`src/rtl/riscv_mc_pkg.sv`:
```
// Shared types and encodings for the multicycle RV32I controller.
// Holds FSM states, opcodes, ALUControl codes, ImmSrc and mux-select encodings.
package riscv_mc_pkg;

    typedef enum logic [3:0] {
        FETCH    = 4'd0,
        DECODE   = 4'd1,
        MEMADR   = 4'd2,
        MEMREAD  = 4'd3,
        MEMWB    = 4'd4,
        MEMWRITE = 4'd5,
        EXECR    = 4'd6,
        EXECI    = 4'd7,
        ALUWB    = 4'd8,
        JAL      = 4'd9,
        JALR     = 4'd10,
        BRANCH   = 4'd11,
        LUI      = 4'd12,
        AUIPC    = 4'd13
    } state_t;

    localparam logic [6:0] OP_LOAD   = 7'b0000011;
    localparam logic [6:0] OP_STORE  = 7'b0100011;
    localparam logic [6:0] OP_R      = 7'b0110011;
    localparam logic [6:0] OP_I      = 7'b0010011;
    localparam logic [6:0] OP_JAL    = 7'b1101111;
    localparam logic [6:0] OP_JALR   = 7'b1100111;
    localparam logic [6:0] OP_BRANCH = 7'b1100011;
    localparam logic [6:0] OP_LUI    = 7'b0110111;
    localparam logic [6:0] OP_AUIPC  = 7'b0010111;

    localparam logic [3:0] ALU_ADD  = 4'd0;
    localparam logic [3:0] ALU_SUB  = 4'd1;
    localparam logic [3:0] ALU_AND  = 4'd2;
    localparam logic [3:0] ALU_OR   = 4'd3;
    localparam logic [3:0] ALU_XOR  = 4'd4;
    localparam logic [3:0] ALU_SLT  = 4'd5;
    localparam logic [3:0] ALU_SLTU = 4'd6;
    localparam logic [3:0] ALU_SLL  = 4'd7;
    localparam logic [3:0] ALU_SRL  = 4'd8;
    localparam logic [3:0] ALU_SRA  = 4'd9;

    localparam logic [2:0] IMM_I = 3'b000;
    localparam logic [2:0] IMM_S = 3'b001;
    localparam logic [2:0] IMM_B = 3'b010;
    localparam logic [2:0] IMM_J = 3'b011;
    localparam logic [2:0] IMM_U = 3'b100;

    localparam logic [1:0] SRCA_PC    = 2'b00;
    localparam logic [1:0] SRCA_OLDPC = 2'b01;
    localparam logic [1:0] SRCA_RD1   = 2'b10;
    localparam logic [1:0] SRCA_ZERO  = 2'b11;
    localparam logic [1:0] SRCB_RD2   = 2'b00;
    localparam logic [1:0] SRCB_IMM   = 2'b01;
    localparam logic [1:0] SRCB_FOUR  = 2'b10;
    localparam logic [1:0] RES_ALUOUT    = 2'b00;
    localparam logic [1:0] RES_DATA      = 2'b01;
    localparam logic [1:0] RES_ALURESULT = 2'b10;

    // Immediate format needed by DECODE to form the OldPC-relative target.
    function automatic logic [2:0] imm_src_for(input logic [6:0] op);
        case (op)
            OP_STORE:          imm_src_for = IMM_S;
            OP_BRANCH:         imm_src_for = IMM_B;
            OP_JAL:            imm_src_for = IMM_J;
            OP_LUI, OP_AUIPC:  imm_src_for = IMM_U;
            default:           imm_src_for = IMM_I;
        endcase
    endfunction

endpackage

```
`src/rtl/alu_decoder.sv`:
```
// ALUControl decode from funct3/funct7_5 for register and immediate ALU ops.
// funct7_5 selects SUB only for register ops, but selects SRA for both forms.
module alu_decoder
    import riscv_mc_pkg::*;
(
    input  logic [2:0] funct3,
    input  logic       funct7_5,
    input  logic       is_reg,
    output logic [3:0] alu_control
);

    // Map funct3 (and funct7_5 where meaningful) to an ALU operation.
    always_comb begin
        alu_control = ALU_ADD;
        case (funct3)
            3'b000:  alu_control = (is_reg && funct7_5) ? ALU_SUB : ALU_ADD;
            3'b001:  alu_control = ALU_SLL;
            3'b010:  alu_control = ALU_SLT;
            3'b011:  alu_control = ALU_SLTU;
            3'b100:  alu_control = ALU_XOR;
            3'b101:  alu_control = funct7_5 ? ALU_SRA : ALU_SRL;
            3'b110:  alu_control = ALU_OR;
            3'b111:  alu_control = ALU_AND;
            default: alu_control = ALU_ADD;
        endcase
    end

endmodule

```
`src/rtl/multicycle_controller_branch_cond.sv`:
```
// Branch-taken evaluation from funct3 and the flags of SrcA-SrcB.
module branch_cond (
    input  logic [2:0] funct3,
    input  logic       Zero,
    input  logic       N,
    input  logic       C,
    input  logic       V,
    output logic       taken
);

    // Reserved encodings 010/011 never branch.
    always_comb begin
        taken = 1'b0;
        case (funct3)
            3'b000:  taken = Zero;
            3'b001:  taken = ~Zero;
            3'b100:  taken = N ^ V;
            3'b101:  taken = ~(N ^ V);
            3'b110:  taken = C;
            3'b111:  taken = ~C;
            default: taken = 1'b0;
        endcase
    end

endmodule

```
`src/rtl/multicycle_controller.sv`:
```
// Moore control FSM for a shared-memory, single-ALU multicycle RV32I datapath.
// All outputs decode combinationally from the state register (plus mem_ready/flags/IR fields).
module multicycle_controller
    import riscv_mc_pkg::*;
#(
    parameter int OP_WIDTH       = 7,
    parameter int FUNCT3_WIDTH   = 3,
    parameter int ALU_CTRL_WIDTH = 4,
    parameter int IMM_SRC_WIDTH  = 3
) (
    input  logic                      clk,
    input  logic                      rst_n,
    input  logic [OP_WIDTH-1:0]       op,
    input  logic [FUNCT3_WIDTH-1:0]   funct3,
    input  logic                      funct7_5,
    input  logic                      Zero,
    input  logic                      N,
    input  logic                      C,
    input  logic                      V,
    input  logic                      mem_ready,
    output logic                      mem_req,
    output logic                      MemWrite,
    output logic                      AdrSrc,
    output logic                      IRWrite,
    output logic                      PCWrite,
    output logic                      RegWrite,
    output logic [1:0]                ResultSrc,
    output logic [1:0]                ALUSrcA,
    output logic [1:0]                ALUSrcB,
    output logic [ALU_CTRL_WIDTH-1:0] ALUControl,
    output logic [IMM_SRC_WIDTH-1:0]  ImmSrc,
    output logic                      illegal_instr
);

    state_t     state_r;
    state_t     next_state_s;
    logic       taken_s;
    logic [3:0] alu_dec_s;
    logic [3:0] alu_s;
    logic [2:0] imm_s;

    branch_cond u_branch_cond (
        .funct3 (funct3[2:0]),
        .Zero   (Zero),
        .N      (N),
        .C      (C),
        .V      (V),
        .taken  (taken_s)
    );

    alu_decoder u_alu_decoder (
        .funct3      (funct3[2:0]),
        .funct7_5    (funct7_5),
        .is_reg      (op[5]),
        .alu_control (alu_dec_s)
    );

    // State register; reset aborts any access in flight.
    always_ff @(posedge clk or negedge rst_n) begin
        if (!rst_n) begin
            state_r <= FETCH;
        end else begin
            state_r <= next_state_s;
        end
    end

    // Next-state and per-state control outputs.
    always_comb begin
        next_state_s  = FETCH;
        mem_req       = 1'b0;
        MemWrite      = 1'b0;
        AdrSrc        = 1'b0;
        IRWrite       = 1'b0;
        PCWrite       = 1'b0;
        RegWrite      = 1'b0;
        ResultSrc     = RES_ALUOUT;
        ALUSrcA       = SRCA_PC;
        ALUSrcB       = SRCB_RD2;
        alu_s         = ALU_ADD;
        imm_s         = IMM_I;
        illegal_instr = 1'b0;
        case (state_r)
            FETCH: begin
                mem_req      = 1'b1;
                ALUSrcB      = SRCB_FOUR;
                ResultSrc    = RES_ALURESULT;
                IRWrite      = mem_ready;
                PCWrite      = mem_ready;
                next_state_s = mem_ready ? DECODE : FETCH;
            end
            DECODE: begin
                ALUSrcA = SRCA_OLDPC;
                ALUSrcB = SRCB_IMM;
                imm_s   = imm_src_for(op[6:0]);
                case (op[6:0])
                    OP_LOAD, OP_STORE: next_state_s = MEMADR;
                    OP_R:              next_state_s = EXECR;
                    OP_I:              next_state_s = EXECI;
                    OP_JAL:            next_state_s = JAL;
                    OP_JALR:           next_state_s = JALR;
                    OP_BRANCH:         next_state_s = BRANCH;
                    OP_LUI:            next_state_s = LUI;
                    OP_AUIPC:          next_state_s = AUIPC;
                    default: begin
                        next_state_s  = FETCH;
                        illegal_instr = 1'b1;
                    end
                endcase
            end
            MEMADR: begin
                ALUSrcA      = SRCA_RD1;
                ALUSrcB      = SRCB_IMM;
                imm_s        = (op[6:0] == OP_STORE) ? IMM_S : IMM_I;
                next_state_s = (op[6:0] == OP_STORE) ? MEMWRITE : MEMREAD;
            end
            MEMREAD: begin
                mem_req      = 1'b1;
                AdrSrc       = 1'b1;
                next_state_s = mem_ready ? MEMWB : MEMREAD;
            end
            MEMWB: begin
                ResultSrc    = RES_DATA;
                RegWrite     = 1'b1;
                next_state_s = FETCH;
            end
            MEMWRITE: begin
                mem_req      = 1'b1;
                MemWrite     = 1'b1;
                AdrSrc       = 1'b1;
                next_state_s = mem_ready ? FETCH : MEMWRITE;
            end
            EXECR: begin
                ALUSrcA      = SRCA_RD1;
                alu_s        = alu_dec_s;
                next_state_s = ALUWB;
            end
            EXECI: begin
                ALUSrcA      = SRCA_RD1;
                ALUSrcB      = SRCB_IMM;
                alu_s        = alu_dec_s;
                next_state_s = ALUWB;
            end
            ALUWB: begin
                RegWrite     = 1'b1;
                next_state_s = FETCH;
            end
            JALR: begin
                ALUSrcA      = SRCA_RD1;
                ALUSrcB      = SRCB_IMM;
                next_state_s = JAL;
            end
            JAL: begin
                // PC takes the target already in ALUOut while ALUOut captures the link value.
                ALUSrcA      = SRCA_OLDPC;
                ALUSrcB      = SRCB_FOUR;
                PCWrite      = 1'b1;
                next_state_s = ALUWB;
            end
            BRANCH: begin
                ALUSrcA      = SRCA_RD1;
                alu_s        = ALU_SUB;
                PCWrite      = taken_s;
                next_state_s = FETCH;
            end
            LUI: begin
                ALUSrcA      = SRCA_ZERO;
                ALUSrcB      = SRCB_IMM;
                imm_s        = IMM_U;
                next_state_s = ALUWB;
            end
            AUIPC: begin
                ALUSrcA      = SRCA_OLDPC;
                ALUSrcB      = SRCB_IMM;
                imm_s        = IMM_U;
                next_state_s = ALUWB;
            end
            default: begin
                next_state_s = FETCH;
            end
        endcase
    end

    assign ALUControl = ALU_CTRL_WIDTH'(alu_s);
    assign ImmSrc     = IMM_SRC_WIDTH'(imm_s);

endmodule

```
`config.mk`:
```
export PLATFORM = sky130hd
export DESIGN_NAME = multicycle_controller
export DESIGN_NICKNAME = d
export VERILOG_FILES = /design/src/rtl/riscv_mc_pkg.sv /design/src/rtl/alu_decoder.sv /design/src/rtl/multicycle_controller_branch_cond.sv /design/src/rtl/multicycle_controller.sv
export SDC_FILE = /design/constraint.sdc
export NUM_CORES = 1
export LEC_CHECK = 0
export BUFFER_PORTS_ARGS = -buffer_cell sky130_fd_sc_hd__clkbuf_2
export CAP_MARGIN = 20
export CORE_ASPECT_RATIO = 0.9
export CORE_MARGIN = 3
export CORE_UTILIZATION = 50
export DETAILED_ROUTE_END_ITERATION = 6
export PLACE_DENSITY = 0.84
export SYNTH_ARGS = -nofsm -noshare
export SYNTH_HDL_FRONTEND = slang
export SYNTH_HIERARCHICAL = 1
export SYNTH_SLANG_ARGS = --single-unit
```
`constraint.sdc`:
```
create_clock -name clk -period 4.2 [get_ports clk]
set_input_delay 0.21 -clock clk [delete_from_list [all_inputs] [get_ports clk]]
set_output_delay 0.21 -clock clk [all_outputs]
set_load 0.1 [all_outputs]
```
==> results of run 1 <==
## cell usage in the layout, fill, tap and decap left out, types with 4 or more instances in the layout
cell	instances
clkbuf_2	37
and2_1	9
nand2_1	8
nor3_1	6
nor2_1	6
nor2b_1	6
o21ai_0	6
a21oi_1	5
inv_1	4
xnor2_1	4
nor4b_1	4
dfrtp_1	4
## metal layers
layer / part of all wire / vias up / GRT usage
met5: 0 / - / 0
met4: 0.010 / 0 / 0.0511
met3: 0.063 / 2 / 0.0396
met2: 0.46 / 40 / 0.337
met1: 0.46 / 453 / 0.293
li1: - / 506 / -
## path summary, 6_finish.rpt
kind / startpoint / endpoint / slack, ns / cells past startpoint
setup / recovery: state_r[2] / ImmSrc[2] / 1.42 / 4
min in group clk: op[0] / state_r[2] / 0.39 / 4
max in group asynchronous: rst_n / state_r[1] / 3.77 / 2
hold / removal: rst_n / state_r[3] / 0.30 / 2
hold reg to reg: state_r[0] / state_r[1] / 0.92 / 2
setup reg to reg: state_r[2] / state_r[2] / 2.28 / 3
## cells by family after synthesis
kind of cell              after synthesis  synth area share
buffers and inverters                  12            0.0568
AOI/OAI and AO/OA                      25             0.206
DFF                                     4             0.120
xor gates and xnor gates                5            0.0523
and+or+nand+nor                        69             0.540
muxes                                   2            0.0254
## metrics by stage
step                total power [mW]  setup WS [ns]
floorplan                      0.590          0.478
global placement               0.659           1.71
detailed placement             0.666           1.68
CTS                            0.718           1.41
global route                   0.750           1.33
finish                         0.716           1.42
## report_power, final
| group | internal [mW] | switching (mW) | total [mW] | leakage, nW |
|---|---|---|---|---|
| combinational | 0.114 | 0.463 | 0.577 | 0.438 |
| sequential | 0.0464 | 0.0436 | 0.0899 | 0.0539 |
| clock | 0.0320 | 0.0169 | 0.0490 | 0.0138 |
| total | 0.192 | 0.523 | 0.716 | 0.506 |
## repair_timing
action,in CTS,in global routing
hold buffers,1,0
hold endpoints to repair,4,0
gates resized for setup,0,0
buffers inserted,0,0
## layout make-up
class,count,area [um^2],share of cell area
Clock buffer,3,22.5,0.0212
Tap cell,22,27.5,0.0259
Timing Repair Buffer,38,195,0.184
Multi-Input combinational cell,101,702,0.661
Sequential cell,4,100,0.0942
Inverter,4,15.0,0.0141
==> reports/results.txt, run 1 <==
CP required: 3.99 ns
Most used flip-flop cell after synthesis: dfrtp_1
# DRC: 0
Worst Hold Slack: 0.305 ns
Seq/Total Area, Yosys: 0.120
Cells after Synth: 117
Biggest register: state_r
Setup tns final: 0 ns
Synth top area share: 0.120
Slew @ Worst Pin: 0.648 ns
Dpl cells: 168
Commonest cells in the netlist: and2_1, nand2_1
Max Fclk: 360 MHz
Period Utilization, post-route: 0.662
First-pass GRT wire length: 3690 um
TritonCTS clock tree: done
Relative slew slack: 0.568
Routability Congestion: 0.788
Crit-path slowest cell: or4b_1
Critical path's top delay family: simple AND/OR/NAND/NOR gates
H-tree depth: 1
CP Capture Type: output port
Layout cells sized above 1: 0.333
Cell row count: 13
PwrDens: 674 mW/mm^2
Core Region: 0.00151 mm^2
Congestion Overflow GR: 0
Vias in the first global route: 802
Post-layout util: 0.702
CP bufs+invs: 1
Clk buf depth: 2
CP max FO: 23
Fill cells: 135
CP arrival: 2.57 ns
CTS Sinks: 4
Max Cap Viol: 0
Die Y: 44.8 um
Leakage power total: 0.506 nW
Mapped Nets: 135
Reg clk slew, reported paths: 0.04 ns
Final hold violations: 0
Initial DRC count: 12
Area grow syn2layout: 26.9%
Final min period: 2.78 ns
Initial antenna violation count: 0
Clk root buf: clkbuf_4
Cell Area, Placed: 0.00103 mm^2
Wire per inst: 12.6 um
Cts bufs inserted: 3
Non-filler instance count after layout: 172
Status: finished, final reports clean
#FFs+latches synth: 4
Synth Cell Area: 837 um^2
Die area: 0.00220 mm^2
Critical path, cell by cell: or4b_1, or4_4, o21bai_2, clkbuf_2
Mapped Avg Cell Area: 7.15 um^2
Post-synthesis cell type count: 46
First-pass DRT Iterations: 4
Critical Path Max Stage Delay: 0.63 ns
Hold Crit Class: primary input to async pin
Most common cell in the synthesized netlist: and2_1
Finished Cell Area: 0.00106 mm^2
Largest area contributor in the netlist: dfrtp_1
EDFF count, synth: 0
Die width: 49.1 um
Via density: 5.82
Largest regs: state_r x4
Pins Over Slew Limit: 0
Clock Skew: 0.00231 ns
VDD IR max: 0.000501 V
Antenna diodes: 0
Starting Density: 0.553
Worst skew pair latency: 0.24 ns
Final setup fails: 0
GRT Util Overall: 0.210
Port bufs: 37
Largest register FFs: 4
Synth warn: 6
Largest cells by area after synthesis: dfrtp_1, and2_1, nor4bb_1, nor2b_1, nor4b_1
RSZ-0062 raised after global routing: no
Final #Nets: 170
Largest net degree at the start of global routing: 24
Final WL: 2160 um
Async set-reset flop share out of synthesis: 1.00
CP Class: flop to output port
Antenna Nets Post-Route: 0
IO Count: 38
Hpwl dp: 1650 um
Via count: 1001
Critical path startpoint category: flop
Note: power is estimated with default switching activity, not from simulation.
==> inputs of run 2 (changes only) <==
Settings changed: ABC_AREA set to 1, CORE_UTILIZATION 50 to 45, PLACE_DENSITY 0.84 to 0.79.
Clock period 4.2 ns to 2.9 ns, I/O delays scaled along.
==> run 2 against run 1 <==
Wire length decreased by 7.3%. Count of clock-buffer cells in the layout stayed put. Critical path depth is 2 higher. Combinational power down 29%. Sequential share of layout area is 0.50 points higher. Global-route usage is 2.8 points lower. Cell count rose by 26%. Design area is 5.1% lower. Via count grew 3.0%. Critical path type unchanged. First-iteration DRC count rose to 2.9 times the previous value.
==> reports/results.txt, run 2 <==
Layout cells sized above 1: 0.273
Critical path startpoint category: flop
Clk buf depth: 2
Biggest register: state_r
Hpwl dp: 1730 um
Status: finished, final reports clean
Hold Crit Class: primary input to async pin
Die Y: 45.1 um
Relative slew slack: 0.636
Antenna Nets Post-Route: 0
Hold_buf cts: 1
Routability Congestion: 0.919
CP required: 2.76 ns
Synth Cell Area: 763 um^2
Internal: 174 uW
GRT Util Overall: 0.182
Initial DRC count: 35
CP arrival: 1.82 ns
Pins Over Slew Limit: 0
Final #Nets: 214
Logic gate share of total power: 0.752
Clock share of power: 0.121
CP Class: flop to output port
First-pass GRT wire length: 3270 um
#FFs+latches synth: 4
TritonCTS clock tree: done
Mapped Avg Cell Area: 4.99 um^2
Largest register FFs: 4
Area of the multi-input gates: 543 um^2
Most frequent cells in the layout: nand2_1, clkbuf_2, inv_1
Seq/Total Area, Yosys: 0.131
Largest regs: state_r x4
Leakage power total: 0.662 nW
Max Fclk: 508 MHz
Via density: 4.77
Period Utilization, post-route: 0.679
Most common cell in the synthesized netlist: nand2_1
Worst slack at placement: 1.18 ns
Cts bufs inserted: 3
Clk root buf: clkbuf_4
Vias in the first global route: 862
Reg area: 100 um^2
Worst Hold Slack: 0.273 ns
CP Capture Type: output port
Mapped Nets: 171
Initial antenna violation count: 0
NetSw: 373 uW
Clock Skew: 0.00110 ns
Final setup fails: 0
Final WS setup: 0.931 ns
Post-synthesis cell type count: 19
Commonest cells in the netlist: nand2_1, inv_1, nor2_1
Worst skew pair latency: 0.23 ns
Final hold violations: 0
VDD IR max: 0.000332 V
Setup tns final: 0 ns
Port bufs: 37
IO Count: 38
Synth warn: 6
Slew @ Worst Pin: 0.549 ns
Reg clk slew, reported paths: 0.04 ns
Largest cells by area after synthesis: nand2_1, inv_1, dfrtp_1, nor2_1, nand3_1
EDFF count, synth: 0
Via count: 1031
Antenna diodes: 0
Largest area contributor in the netlist: nand2_1
Flop pwr share: 0.128
Cells after Synth: 153
Post-CTS setup buffers: 0
Most used flip-flop cell after synthesis: dfrtp_1
First-pass DRT Iterations: 4
Synth top area share: 0.280
Congestion Overflow GR: 0
Largest net degree at the start of global routing: 8
# DRC: 0
Worst-case reg-to-reg path depth: 7
CP max FO: 7
Area grow syn2layout: 32.1%
Max Cap Viol: 0
Net Sw Frac: 0.681
CTS Sinks: 4
Wire per inst: 9.29 um
Commonest non-fill, non-tap cell in the layout: nand2_1
H-tree depth: 1
Fill cells: 140
Starting Density: 0.505
Cts repair resizes: 0
Async set-reset flop share out of synthesis: 1.00
Core Region: 0.00151 mm^2
Final WL: 2010 um
PwrDens: 542 mW/mm^2
Die width: 49.4 um
RSZ-0062 raised after global routing: no
Die area: 0.00223 mm^2
Cell row count: 13
Final min period: 1.97 ns
## run 2: cell types whose count changed in the layout (fill, tap and decap cells not counted), moves of 4 or more
cell | previous run | this run
nand2_1 | 8 | 57
inv_1 | 4 | 29
nor2_1 | 6 | 18
nand3_1 | 2 | 12
and2_1 | 9 | 0
nor2b_1 | 6 | 0
nor2_4 | 0 | 4
nor4b_1 | 4 | 0
xnor2_1 | 4 | 0
## run 2: per-stage QoR
step                      utilization  std cells  instance area (um^2)  total power, mW
final                           0.667        216                  1010            0.547
after global routing            0.667        216                  1010            0.571
after CTS                       0.667        216                  1010            0.549
after detailed placement        0.645        212                   976            0.480
after global placement          0.645        212                   976            0.477
after floorplan                     -        153                   763            0.413
## run 2: worst paths after layout
| check | startpoint | to | slack [ns] |
|---|---|---|---|
| worst max-delay path | state_r[3] | ImmSrc[2] | 0.93 |
| worst min-delay path | rst_n | state_r[2] | 0.27 |
| worst max register to register | state_r[3] | state_r[0] | 1.68 |
| worst min register to register | state_r[0] | state_r[3] | 0.72 |
| max in group asynchronous | rst_n | state_r[3] | 2.51 |
| min in group clk | mem_ready | state_r[2] | 0.27 |
## run 2: worst max-delay path, cell delays in order, from the launching register on
cell      delay, ns
dfrtp_1        0.44
nor2_1         0.16
inv_1          0.11
nor2_4         0.19
inv_1          0.07
o21ai_1        0.15
clkbuf_2       0.47
## run 2: layout make-up
cell class	instances	area share
Sequential cell	4	0.0993
Multi-Input combinational cell	117	0.538
Tap cell	22	0.0273
Timing Repair Buffer	38	0.194
Inverter	32	0.119
Clock buffer	3	0.0223
## run 2: logic make-up (layout without fill, tap and decap cells)
kind of cell              after synthesis  in the layout  share of synthesized area
xor gates and xnor gates                1              1                     0.0115
DFF                                     4              4                      0.131
and+or+nand+nor                       104            104                      0.616
buffers and inverters                  32             73                      0.157
AOI/OAI and AO/OA                      12             12                     0.0836
## run 2: power by group through the flow
stage	clock network, mW	registers [mW]	logic [mW]
after floorplan	0	0.0690	0.344
after global placement	0	0.0700	0.407
after detailed placement	0	0.0702	0.410
after CTS	0.0680	0.0695	0.411
after global routing	0.0684	0.0711	0.432
final	0.0659	0.0698	0.411
## run 2: routing by layer
metal	vias to the layer above	GRT usage	wire length, um
met4	0	0.0442	0
met3	0	0.0165	157
met1	443	0.222	864
met2	39	0.350	984
li1	549	-	-
met5	-	0	0
==> inputs of run 3 (changes only) <==
Settings changed: ABC_AREA 1 to 0, CORE_UTILIZATION 45 to 42, PLACE_DENSITY 0.79 to 0.76.
Clock period 2.9 ns to 1.75 ns, I/O delays scaled along.
==> run 3 against run 2 <==
The run now ends with negative setup slack left. Sequential power increased by 83%. Critical path depth fell by 2. Wire length is 97% higher. First-iteration DRC count is 31% higher. Global-route usage rose by 11 points. Worst hold slack lost 0.11 ns. Clock skew rose by 0.0027 ns. Count of clock-buffer cells in the layout unchanged. Flip-flop and latch count unchanged.
==> reports/results.txt, run 3 (synthesis gave the netlist of run 1 again) <==
Status: complete, but fails checks
Violated checks: negative setup slack
Final #Nets: 180
VDD IR max: 0.00126 V
CP Capture Type: output port
GRT Util Overall: 0.293
Clk buf depth: 2
Net Sw Frac: 0.587
H-tree depth: 1
Cell row count: 14
Reg clk slew, reported paths: 0.04 ns
CTS Sinks: 4
Initial antenna violation count: 0
Wire per inst: 21.5 um
TritonCTS clock tree: done
Biggest register: state_r
# DRC: 0
R2r setup slk: -0.10 ns
Largest register FFs: 4
Final setup fails: 8
Largest net degree at the start of global routing: 23
Flop pwr share: 0.048
Die area: 0.00257 mm^2
Core Region: 0.00177 mm^2
Pins Over Slew Limit: 0
Critical path startpoint category: flop
CP arrival: 2.01 ns
Period Utilization, post-route: 1.20
Final hold violations: 0
Hold Crit Class: primary input to async pin
Post-layout util: 0.939
Final WL: 3950 um
Cell Area, Placed: 0.00148 mm^2
First-pass GRT wire length: 5570 um
Total power: 2.64 mW
Congestion Overflow GR: 0
Internal: 1.09 mW
Critical R2R Capture: state_r[0]
Clk root buf: clkbuf_4
Max Fclk: 476 MHz
Via count: 1236
Antenna Nets Post-Route: 0
Reg2reg start: state_r[1]
Clock share of power: 0.051
Final WS setup: -0.350 ns
CP max FO: 2
Layout cells sized above 1: 0.494
Max Cap Viol: 0
Commonest non-fill, non-tap cell in the layout: buf_12
Vias in the first global route: 1127
Starting Density: 0.473
Most frequent cells in the layout: buf_12, clkbuf_2, and2_1, nand2_1
Port bufs: 37
Die width: 53.1 um
Largest regs: state_r x4
Finished Cell Area: 0.00166 mm^2
Worst Hold Slack: 0.163 ns
IO Count: 38
Hpwl dp: 2070 um
NetSw: 1.55 mW
CP required: 1.66 ns
Via density: 6.72
Die Y: 48.4 um
Routability Congestion: 0.820
CP Class: flop to output port
Initial DRC count: 46
Cts bufs inserted: 3
Clock Skew: 0.00376 ns
Worst-case reg-to-reg path depth: 7
PwrDens: 1590 mW/mm^2
Slew @ Worst Pin: 0.573 ns
Relative slew slack: 0.615
Leakage power total: 0.698 nW
Worst skew pair latency: 0.26 ns
Area grow syn2layout: 98.5%
RSZ-0062 raised after global routing: yes
First-pass DRT Iterations: 4
Logic gate share of total power: 0.901
Final min period: 2.10 ns
Antenna diodes: 0
-- run 3: changes by cell type in the layout (fill, tap and decap cells not counted), moves of 5 or more --
| cell | delta |
|---|---|
| and2_1 | +6 |
| buf_12 | +21 |
| buf_4 | +5 |
| clkbuf_2 | -20 |
| inv_1 | -25 |
| nand2_1 | -51 |
| nand3_1 | -10 |
| nor2_1 | -13 |
| nor2b_1 | +5 |
-- run 3: per-stage QoR --
stage	cells	worst slack, ns	TNS [ns]
finish	184	-0.350	-1.10
global route	184	-0.403	-1.67
CTS	181	-0.288	-0.679
detailed placement	174	-0.104	-0.266
global placement	174	-0.0879	-0.0879
floorplan	117	-0.539	-2.37
-- run 3: routing by layer --
metal	wire length (um)	global-route usage
met1	1460	0.330
met2	1920	0.500
met3	382	0.0736
met4	189	0.145
met5	0	0
-- run 3: worst max-delay path by stage --
stage                          start        end  depth (start not counted)
after floorplan           state_r[1]    IRWrite                          3
after global placement    state_r[1]  ImmSrc[2]                          4
after detailed placement  state_r[1]  ImmSrc[2]                          4
after CTS                 state_r[1]  ImmSrc[2]                          4
after global routing      state_r[1]  ImmSrc[2]                          4
final                     state_r[1]  ImmSrc[2]                          4
-- run 3: critical path, cell delays in order, from the launching register on --
cell and delay (ns):
dfrtp_1 0.38, or4b_4 0.56, or4_4 0.46, o21bai_4 0.16, buf_12 0.19
-- run 3: what timing repair did --
item / in CTS / in global routing
setup endpoints to repair: 8 / 10
hold endpoints to repair: 4 / 0
pin swaps: 3 / 8
buffers inserted: 2 / 4
cloned: 1 / 0
hold buffers: 1 / 0
resized for setup: 13 / 5
-- run 3: area by class of cell --
cell class / instances / area [um^2]
Sequential cell: 4 / 100
Inverter: 4 / 15.0
Fill cell: 57 / 108
Tap cell: 24 / 30.0
Timing Repair Buffer: 48 / 619
Clock buffer: 3 / 22.5
Multi-Input combinational cell: 101 / 875
-- run 3: power groups by stage --
stage / sequential (mW) / clock, mW / combinational (mW)
finish: 0.128 / 0.134 / 2.38
detailed placement: 0.123 / 0 / 2.13
floorplan: 0.125 / 0 / 1.46
global route: 0.130 / 0.136 / 2.46
global placement: 0.121 / 0 / 2.09
CTS: 0.126 / 0.128 / 2.28
